[config.mk]
export PLATFORM = sky130hd
export DESIGN_NAME = byte_read_serializer
export DESIGN_NICKNAME = d
export VERILOG_FILES = /design/src/rtl/ip_packet_pkg.sv /design/src/rtl/byte_read_mux.sv /design/src/rtl/byte_read_serializer.sv
export SDC_FILE = /design/constraint.sdc
export NUM_CORES = 1
export LEC_CHECK = 0
export BUFFER_PORTS_ARGS = -buffer_cell sky130_fd_sc_hd__buf_2
export CORE_UTILIZATION = 35
export DETAILED_ROUTE_END_ITERATION = 10
export SKIP_CTS_REPAIR_TIMING = 1
export SLEW_MARGIN = 20
export SYNTH_ARGS = -nofsm -noshare
export SYNTH_HDL_FRONTEND = slang
export SYNTH_SLANG_ARGS = --single-unit
export TNS_END_PERCENT = 100
[constraint.sdc]
create_clock -name CLK -period 4.3 [get_ports CLK]
set_input_delay 0.43 -clock CLK [delete_from_list [all_inputs] [get_ports CLK]]
set_output_delay 0.43 -clock CLK [all_outputs]
set_load 0.02 [all_outputs]
[src/rtl/ip_packet_pkg.sv]
// Shared types for the IP packet path: transmit FSM states, header size
// and the byte-index type used by the byte-addressed registers.
package ip_packet_pkg;

  typedef enum logic [1:0] {
    IDLE = 2'd0,
    SEND = 2'd1,
    CSUM = 2'd2
  } tx_state_t;

  localparam int IP_HDR_BYTES = 13;
  localparam int BYTE_IDX_W   = 4;

  typedef logic [BYTE_IDX_W-1:0] byte_idx_t;

endpackage

[src/rtl/byte_read_mux.sv]
// Combinational byte selector: returns byte[sel] of a wide word, using the
// same byte k = bits [8k+7:8k] addressing as the write-side register.
module byte_read_mux #(
  parameter int SIZE_IN_BYTES = 13,
  parameter int BYTE_NUM_SIZE = 4
) (
  input  logic [SIZE_IN_BYTES*8-1:0] word,
  input  logic [BYTE_NUM_SIZE-1:0]   sel,
  output logic [7:0]                 byte_out
);

  // Out-of-range indices read as zero.
  always_comb begin
    byte_out = 8'h00;
    for (int k = 0; k < SIZE_IN_BYTES; k++) begin
      if (sel == BYTE_NUM_SIZE'(k)) byte_out = word[8*k +: 8];
    end
  end

endmodule

[src/rtl/byte_read_serializer.sv]
// Loads one wide word via valid/ready and streams it out LSB byte first.
// Define BYTE_READ_SERIALIZER_CHECKSUM_EN to append an XOR checksum beat.
module byte_read_serializer
  import ip_packet_pkg::*;
#(
  parameter int SIZE_IN_BYTES = IP_HDR_BYTES,
  parameter int BYTE_NUM_SIZE = BYTE_IDX_W
) (
  input  logic                       CLK,
  input  logic                       ARESET,
  input  logic                       LOAD_VALID,
  output logic                       LOAD_READY,
  input  logic [SIZE_IN_BYTES*8-1:0] LOAD_VALUE,
  output logic                       OUT_VALID,
  input  logic                       OUT_READY,
  output logic [7:0]                 OUTPUT_VALUE,
  output logic [BYTE_NUM_SIZE-1:0]   BYTE_NUM,
  output logic                       OUT_LAST
);

  localparam logic [BYTE_NUM_SIZE-1:0] LAST_IDX = BYTE_NUM_SIZE'(SIZE_IN_BYTES - 1);

  tx_state_t                  state, nxt_state;
  logic [BYTE_NUM_SIZE-1:0]   cnt;
  logic [SIZE_IN_BYTES*8-1:0] shadow;
  logic [7:0]                 mux_byte;
  logic                       final_acc;
  logic                       load_acc;
  logic                       send_acc;

`ifdef BYTE_READ_SERIALIZER_CHECKSUM_EN
  logic [7:0] csum;

  function automatic logic [7:0] csum_step(input logic [7:0] acc, input logic [7:0] b);
    return acc ^ b;
  endfunction
`endif

  byte_read_mux #(
    .SIZE_IN_BYTES(SIZE_IN_BYTES),
    .BYTE_NUM_SIZE(BYTE_NUM_SIZE)
  ) u_mux (
    .word    (shadow),
    .sel     (cnt),
    .byte_out(mux_byte)
  );

  assign send_acc = (state == SEND) && OUT_READY;

`ifdef BYTE_READ_SERIALIZER_CHECKSUM_EN
  assign final_acc = (state == CSUM) && OUT_READY;
`else
  assign final_acc = send_acc && (cnt == LAST_IDX);
`endif

  // Ready may rise combinationally on the final beat so words run back-to-back.
  assign LOAD_READY = ARESET && ((state == IDLE) || final_acc);
  assign load_acc   = LOAD_VALID && LOAD_READY;

  always_ff @(posedge CLK or negedge ARESET) begin
    if (!ARESET) state <= IDLE;
    else         state <= nxt_state;
  end

  always_comb begin
    nxt_state = state;
    case (state)
      IDLE: nxt_state = IDLE;
`ifdef BYTE_READ_SERIALIZER_CHECKSUM_EN
      SEND: if (send_acc && (cnt == LAST_IDX)) nxt_state = CSUM;
      CSUM: if (final_acc) nxt_state = IDLE;
`else
      SEND: if (final_acc) nxt_state = IDLE;
`endif
      default: nxt_state = IDLE;
    endcase
    if (load_acc) nxt_state = SEND;
  end

  // After the last data byte the counter naturally reads SIZE_IN_BYTES,
  // which is exactly the index the checksum beat reports.
  always_ff @(posedge CLK or negedge ARESET) begin
    if (!ARESET) begin
      cnt    <= '0;
      shadow <= '0;
    end else if (load_acc) begin
      cnt    <= '0;
      shadow <= LOAD_VALUE;
    end else if (send_acc) begin
      cnt    <= cnt + 1'b1;
    end
  end

`ifdef BYTE_READ_SERIALIZER_CHECKSUM_EN
  always_ff @(posedge CLK or negedge ARESET) begin
    if (!ARESET)       csum <= 8'h00;
    else if (load_acc) csum <= 8'h00;
    else if (send_acc) csum <= csum_step(csum, mux_byte);
  end
`endif

  always_comb begin
    OUT_VALID    = 1'b0;
    OUTPUT_VALUE = 8'h00;
    BYTE_NUM     = '0;
    OUT_LAST     = 1'b0;
    case (state)
      SEND: begin
        OUT_VALID    = 1'b1;
        OUTPUT_VALUE = mux_byte;
        BYTE_NUM     = cnt;
`ifndef BYTE_READ_SERIALIZER_CHECKSUM_EN
        OUT_LAST     = (cnt == LAST_IDX);
`endif
      end
`ifdef BYTE_READ_SERIALIZER_CHECKSUM_EN
      CSUM: begin
        OUT_VALID    = 1'b1;
        OUTPUT_VALUE = csum;
        BYTE_NUM     = cnt;
        OUT_LAST     = 1'b1;
      end
`endif
      default: ;
    endcase
  end

endmodule

==> flow_metrics.tcl, run 1 <==
set metrics [dict create \
    period_needed_ns 3.41 \
    dp.cells 731 \
    arrival_ns 2.98 \
    final_layout_size_suffix_gt1_frac 0.449 \
    grt.busiest_layer "met2" \
    postRouteWirelength_um 15000 \
    use_met1 0.265 \
    routed_via_density 5.41 \
    maxSlewHeadroom 0.367 \
    ys_types 45 \
    cts_tree "built" \
    grt_max_degree 76 \
    syn_inst 450 \
    grt_util_met2 0.307 \
    cts_buffers 9 \
    switching_share 0.392 \
    die_area_mm2 0.0161 \
    nets 666 \
    seq_area_mm2 0.00273 \
    r2r_cells 7 \
    hold_viol_final 0 \
    synth.area.top_cells "dfrtp_1 50%, mux2_2 21%, a221o_1 2.4%" \
    finalMaxSlewViolations 0 \
    cts.sinks 109 \
    synth_top_area_frac 0.499 \
    rsz0062_at_grt "no" \
    synth_commonest_cells "109 x dfrtp_1, 103 x mux2_2, 25 x a21oi_1, 18 x clkbuf_1" \
    ir_drop_mv 0.289 \
    p_switching_uw 1910 \
    wire_per_inst_um 20.1 \
    die_y_um 127 \
    preCtsSetupSlack_ns 1.28 \
    multiInputGateArea_mm2 0.00252 \
    ys_ff_latch 109 \
    clockBufferDepth 2 \
    r2r-end "shadow[88]" \
    avgSynthCellArea_um2 12.2 \
    die_w_um 127 \
    cp-startpoint "cnt[0]" \
    pwr_density_cell_mw_per_mm2 754 \
    vias 4045 \
    ant_nets 0 \
    rows 45 \
    syn_to_final_growth_pct 18.2 \
    r2r-start "cnt[0]" \
    total_power_uw 4870 \
    regToRegSetupSlack_ns 1.29 \
    floorplan.initialDensity 0.360 \
    grt_use_total 0.195 \
    syn_area_mm2 0.00547 \
    ys_seq_area_frac 0.499 \
    pwr-share-seq 0.405 \
    critPathKind "flop to output pin" \
    root_buffer "clkbuf_16" \
    io-pin-count 123 \
    drt-initial-drc-count 314 \
    synth-edff-count 0 \
    htreeDepth 3 \
    timing.final.crit_share 0.794 \
    grtUsageMet3 0.0389 \
    status "finished clean" \
    finalNonFillerCells 747 \
    drc 0 \
    port_buffers 122 \
    place_hpwl_um 11300 \
    p_comb_frac 0.437 \
    finalSetupViolCount 0 \
    fin_skew_ns 0.00610 \
    power.share.clock 0.158 \
    ys_async_sr_fraction 1.00 \
    synth_most_common_cell "dfrtp_1" \
    grt-ovfl-total 0 \
    worst_pin_slew_ns 0.949 \
    clk_latency_ns 0.35 \
    ys.flop_type "dfrtp_1" \
    crit_path_end_kind "output pin" \
    finalSetupTns_ns 0 \
    synth_nets 562 \
    finalWorstSetupSlack_ns 0.885 \
    grt_first_pass_wirelength_um 23600 \
    fillers 1467 \
    antenna_found_initial 0 \
    cp-start-kind "flop" \
    whs_ns 0.0295 \
    yosysWarnings 0 \
    first_global_vias 4227 \
    hold_class "input pin to async pin" \
    power.internal_uw 2960 \
    core-area_mm2 0.0152 \
    p_leak_uw 0.00276 \
    cp.required_ns 3.87 \
    clkSlewWorstSetupHoldPaths_ns 0.07 \
    fmax_mhz 293 \
    drt-pass1-iter-count 5 \
    worstPathMaxFanout 19 \
    gp_congestion 0.901 \
    max_cap_viol_count 0 \
    yosysTopAreaCell "dfrtp_1" \
    antenna_cells 0 \
]
## through the flow
step	area, um2	utilization
global placement	6190	0.407
global route	6460	0.425
floorplan	5470	-
detailed placement	6190	0.407
CTS	6460	0.425
finish	6460	0.425
## cell type report
type | instances | area share
clock inverters | 3 | 0.00329
inverters | 7 | 0.00406
multi-input cells | 297 | 0.390
well taps | 188 | 0.0364
clock buffers | 13 | 0.0387
repair buffers | 130 | 0.106
flip-flops and latches | 109 | 0.422
## worst max-delay path: stages, from the launching register on
cell	delay (ns)
dfrtp_1	0.42
inv_1	0.18
ha_1	0.60
nor2_1	0.24
a2111oi_0	0.57
a221o_1	0.28
o2bb2ai_1	0.15
buf_2	0.20
## power groups by stage
stage / combinational (uW) / clock, uW / sequential [uW]
2_1_floorplan: 1620 / 0 / 1750
3_3_place_gp: 2060 / 0 / 1980
3_5_place_dp: 2120 / 0 / 1990
4_1_cts: 2130 / 789 / 1970
5_1_grt: 2300 / 831 / 2040
6_report: 2130 / 768 / 1970
## worst max-delay path by stage
stage | endpoint | cells after the start
6_report | OUTPUT_VALUE[1] | 7
4_1_cts | OUTPUT_VALUE[1] | 7
3_3_place_gp | OUTPUT_VALUE[6] | 5
2_1_floorplan | OUTPUT_VALUE[2] | 8
3_5_place_dp | OUTPUT_VALUE[1] | 7
5_1_grt | OUTPUT_VALUE[0] | 7
## placed cells by master, fill, tap and decap left out, types with 9 or more instances in the layout
master     count
buf_2        121
clkbuf_16      9
nand3b_1      15
nand2_1       10
mux2_2       103
a21oi_1       25
nand2b_1      16
nor2_1        16
nor2b_1       13
a221o_1       13
dfrtp_1      109
## sequential cells by signal, summed over array words and instances, names as in the netlist
register / cells
cnt: 4
shadow: 104
state: 1
## per-layer routing
metal,vias up,part of all wire
li1,1878,-
met1,2005,0.45
met2,137,0.47
met3,25,0.051
met4,0,0.025
met5,-,0
## logic make-up after synthesis
logic type / synth area share
mux: 0.214
buf+inv: 0.0416
compound gates: 0.129
xor+xnor: 0.00481
simple gates: 0.103
flops: 0.499
fa+ha+maj: 0.00915
Note: power is estimated with default switching activity, not from simulation.
==> inputs of run 2 (changes only) <==
==> constraint.sdc (replaced) <==
create_clock -name CLK -period 3.3 [get_ports CLK]
set_input_delay 0.33 -clock CLK [delete_from_list [all_inputs] [get_ports CLK]]
set_output_delay 0.33 -clock CLK [all_outputs]
set_load 0.02 [all_outputs]
==> run 2 against run 1 <==
  * Final cell count is 0.27% higher
  * Clock power is 54% higher
  * Die area stayed put
  * Critical path type unchanged
  * Largest power group unchanged
  * Flip-flop and latch count unchanged
  * Critical endpoint is now OUTPUT_VALUE[6]
==> flow_metrics.tcl, run 2 (synthesis results as in run 1) <==
set metrics [dict create \
    maxSlewHeadroom 0.414 \
    pwr-share-seq 0.391 \
    p_leak_uw 0.00280 \
    grt-ovfl-total 0 \
    clockBufferDepth 2 \
    fillers 1496 \
    dp.cells 733 \
    worstPathMaxFanout 23 \
    hold_class "input pin to async pin" \
    rsz0062_at_grt "no" \
    cp-start-kind "flop" \
    p_comb_frac 0.429 \
    die_y_um 127 \
    core-area_mm2 0.0152 \
    arrival_ns 2.82 \
    drt-initial-drc-count 249 \
    switching_share 0.380 \
    ir_drop_mv 0.349 \
    worst_pin_slew_ns 0.879 \
    crit_top_cell "o2bb2ai_1" \
    finalMaxSlewViolations 0 \
    cts.sinks 109 \
    cp.required_ns 2.97 \
    grt_max_degree 109 \
    drc 0 \
    antenna_cells 0 \
    crit_chain "ha_1, and3b_1, o2bb2ai_1, a32o_1, o2bb2ai_1, buf_2" \
    rows 45 \
    die_w_um 127 \
    port_buffers 122 \
    p_switching_uw 2480 \
    power.internal_uw 4050 \
    layout_common_cells "121 x buf_2, 109 x dfrtp_1, 103 x mux2_2, 25 x a21oi_1" \
    pwr_density_cell_mw_per_mm2 999 \
    syn_to_final_growth_pct 19.6 \
    final_layout_size_suffix_gt1_frac 0.455 \
    gp_congestion 0.949 \
    clkSlewWorstSetupHoldPaths_ns 0.07 \
    multiInputGateArea_mm2 0.00252 \
    antenna_found_initial 0 \
    cts_tree "built" \
    finalNonFillerCells 749 \
    grt_use_total 0.194 \
    vias 4076 \
    floorplan.initialDensity 0.360 \
    place_hpwl_um 11000 \
    layout_commonest_cell "buf_2" \
    grt_first_pass_wirelength_um 23500 \
    ant_nets 0 \
    fin_skew_ns 0.00636 \
    period_needed_ns 3.15 \
    fmax_mhz 317 \
    hold_viol_final 0 \
    power.share.clock 0.180 \
    timing.final.crit_share 0.955 \
    path_buf_inv 1 \
    clk_latency_ns 0.35 \
    crit_path_end_kind "output pin" \
    routed_via_density 5.44 \
    htreeDepth 3 \
    finalSetupTns_ns 0 \
    regMostFlops "shadow" \
    wire_per_inst_um 19.8 \
    nets 668 \
    path_delay_family "adder cells" \
    drt-pass1-iter-count 5 \
    largest_reg_flops 104 \
    slowest_stage "ha_1" \
    die_area_mm2 0.0161 \
    critPathKind "flop to output pin" \
    slowest_delay_ns 0.76 \
    status "finished clean" \
    root_buffer "clkbuf_16" \
    first_global_vias 4193 \
    cts_buffers 9 \
    top_regs "shadow (104), cnt (4), state (1)" \
    postRouteWirelength_um 14900 \
    max_cap_viol_count 0 \
    seq_area_mm2 0.00273 \
    finalSetupViolCount 0 \
    io-pin-count 123 \
]
==> run 2: worst paths after layout <==
kind | from | endpoint | slack, ns | depth (start not counted)
max in group asynchronous | ARESET | shadow[80] | 1.96 | 3
hold reg to reg | shadow[77] | shadow[77] | 0.51 | 1
hold / removal | ARESET | shadow[103] | 0.11 | 2
setup / recovery | cnt[1] | OUTPUT_VALUE[6] | 0.15 | 6
min in group CLK | LOAD_VALUE[60] | shadow[60] | 0.19 | 2
setup reg to reg | cnt[0] | shadow[10] | 0.55 | 7
==> run 2: cell type report <==
class | instances | share of cell area
repair buffers | 132 | 0.107
flip-flops and latches | 109 | 0.417
clock inverters | 3 | 0.0103
multi-input cells | 297 | 0.386
inverters | 7 | 0.00402
well taps | 188 | 0.0360
clock buffers | 13 | 0.0398
==> run 2: per-layer routing <==
| layer | vias up | track usage | routed length (um) |
|---|---|---|---|
| met2 | 143 | 0.296 | 6810 |
| met3 | 24 | 0.0436 | 844 |
| met4 | 0 | 0.0742 | 416 |
| li1 | 1889 | - | - |
| met5 | - | 0 | 0 |
| met1 | 2020 | 0.268 | 6790 |
==> run 2: power by group through the flow <==
stage	Combinational (uW)	Sequential, uW	Clock [uW]
final	2800	2550	1180
after global routing	3020	2640	1270
after CTS	2790	2560	1200
after detailed placement	2780	2580	0
after global placement	2720	2570	0
after floorplan	2110	2290	0
==> run 2: metrics by stage <==
step	instance area (um2)	util	power [uW]	hold slack, ns	setup WS [ns]
final	6540	0.430	6530	0.113	0.150
after global routing	6540	0.430	6930	0.172	0.00104
after CTS	6540	0.430	6550	0.145	0.0883
after detailed placement	6210	0.408	5350	0.496	0.483
after global placement	6210	0.408	5290	0.486	0.612
after floorplan	5470	-	4400	0.0344	1.06
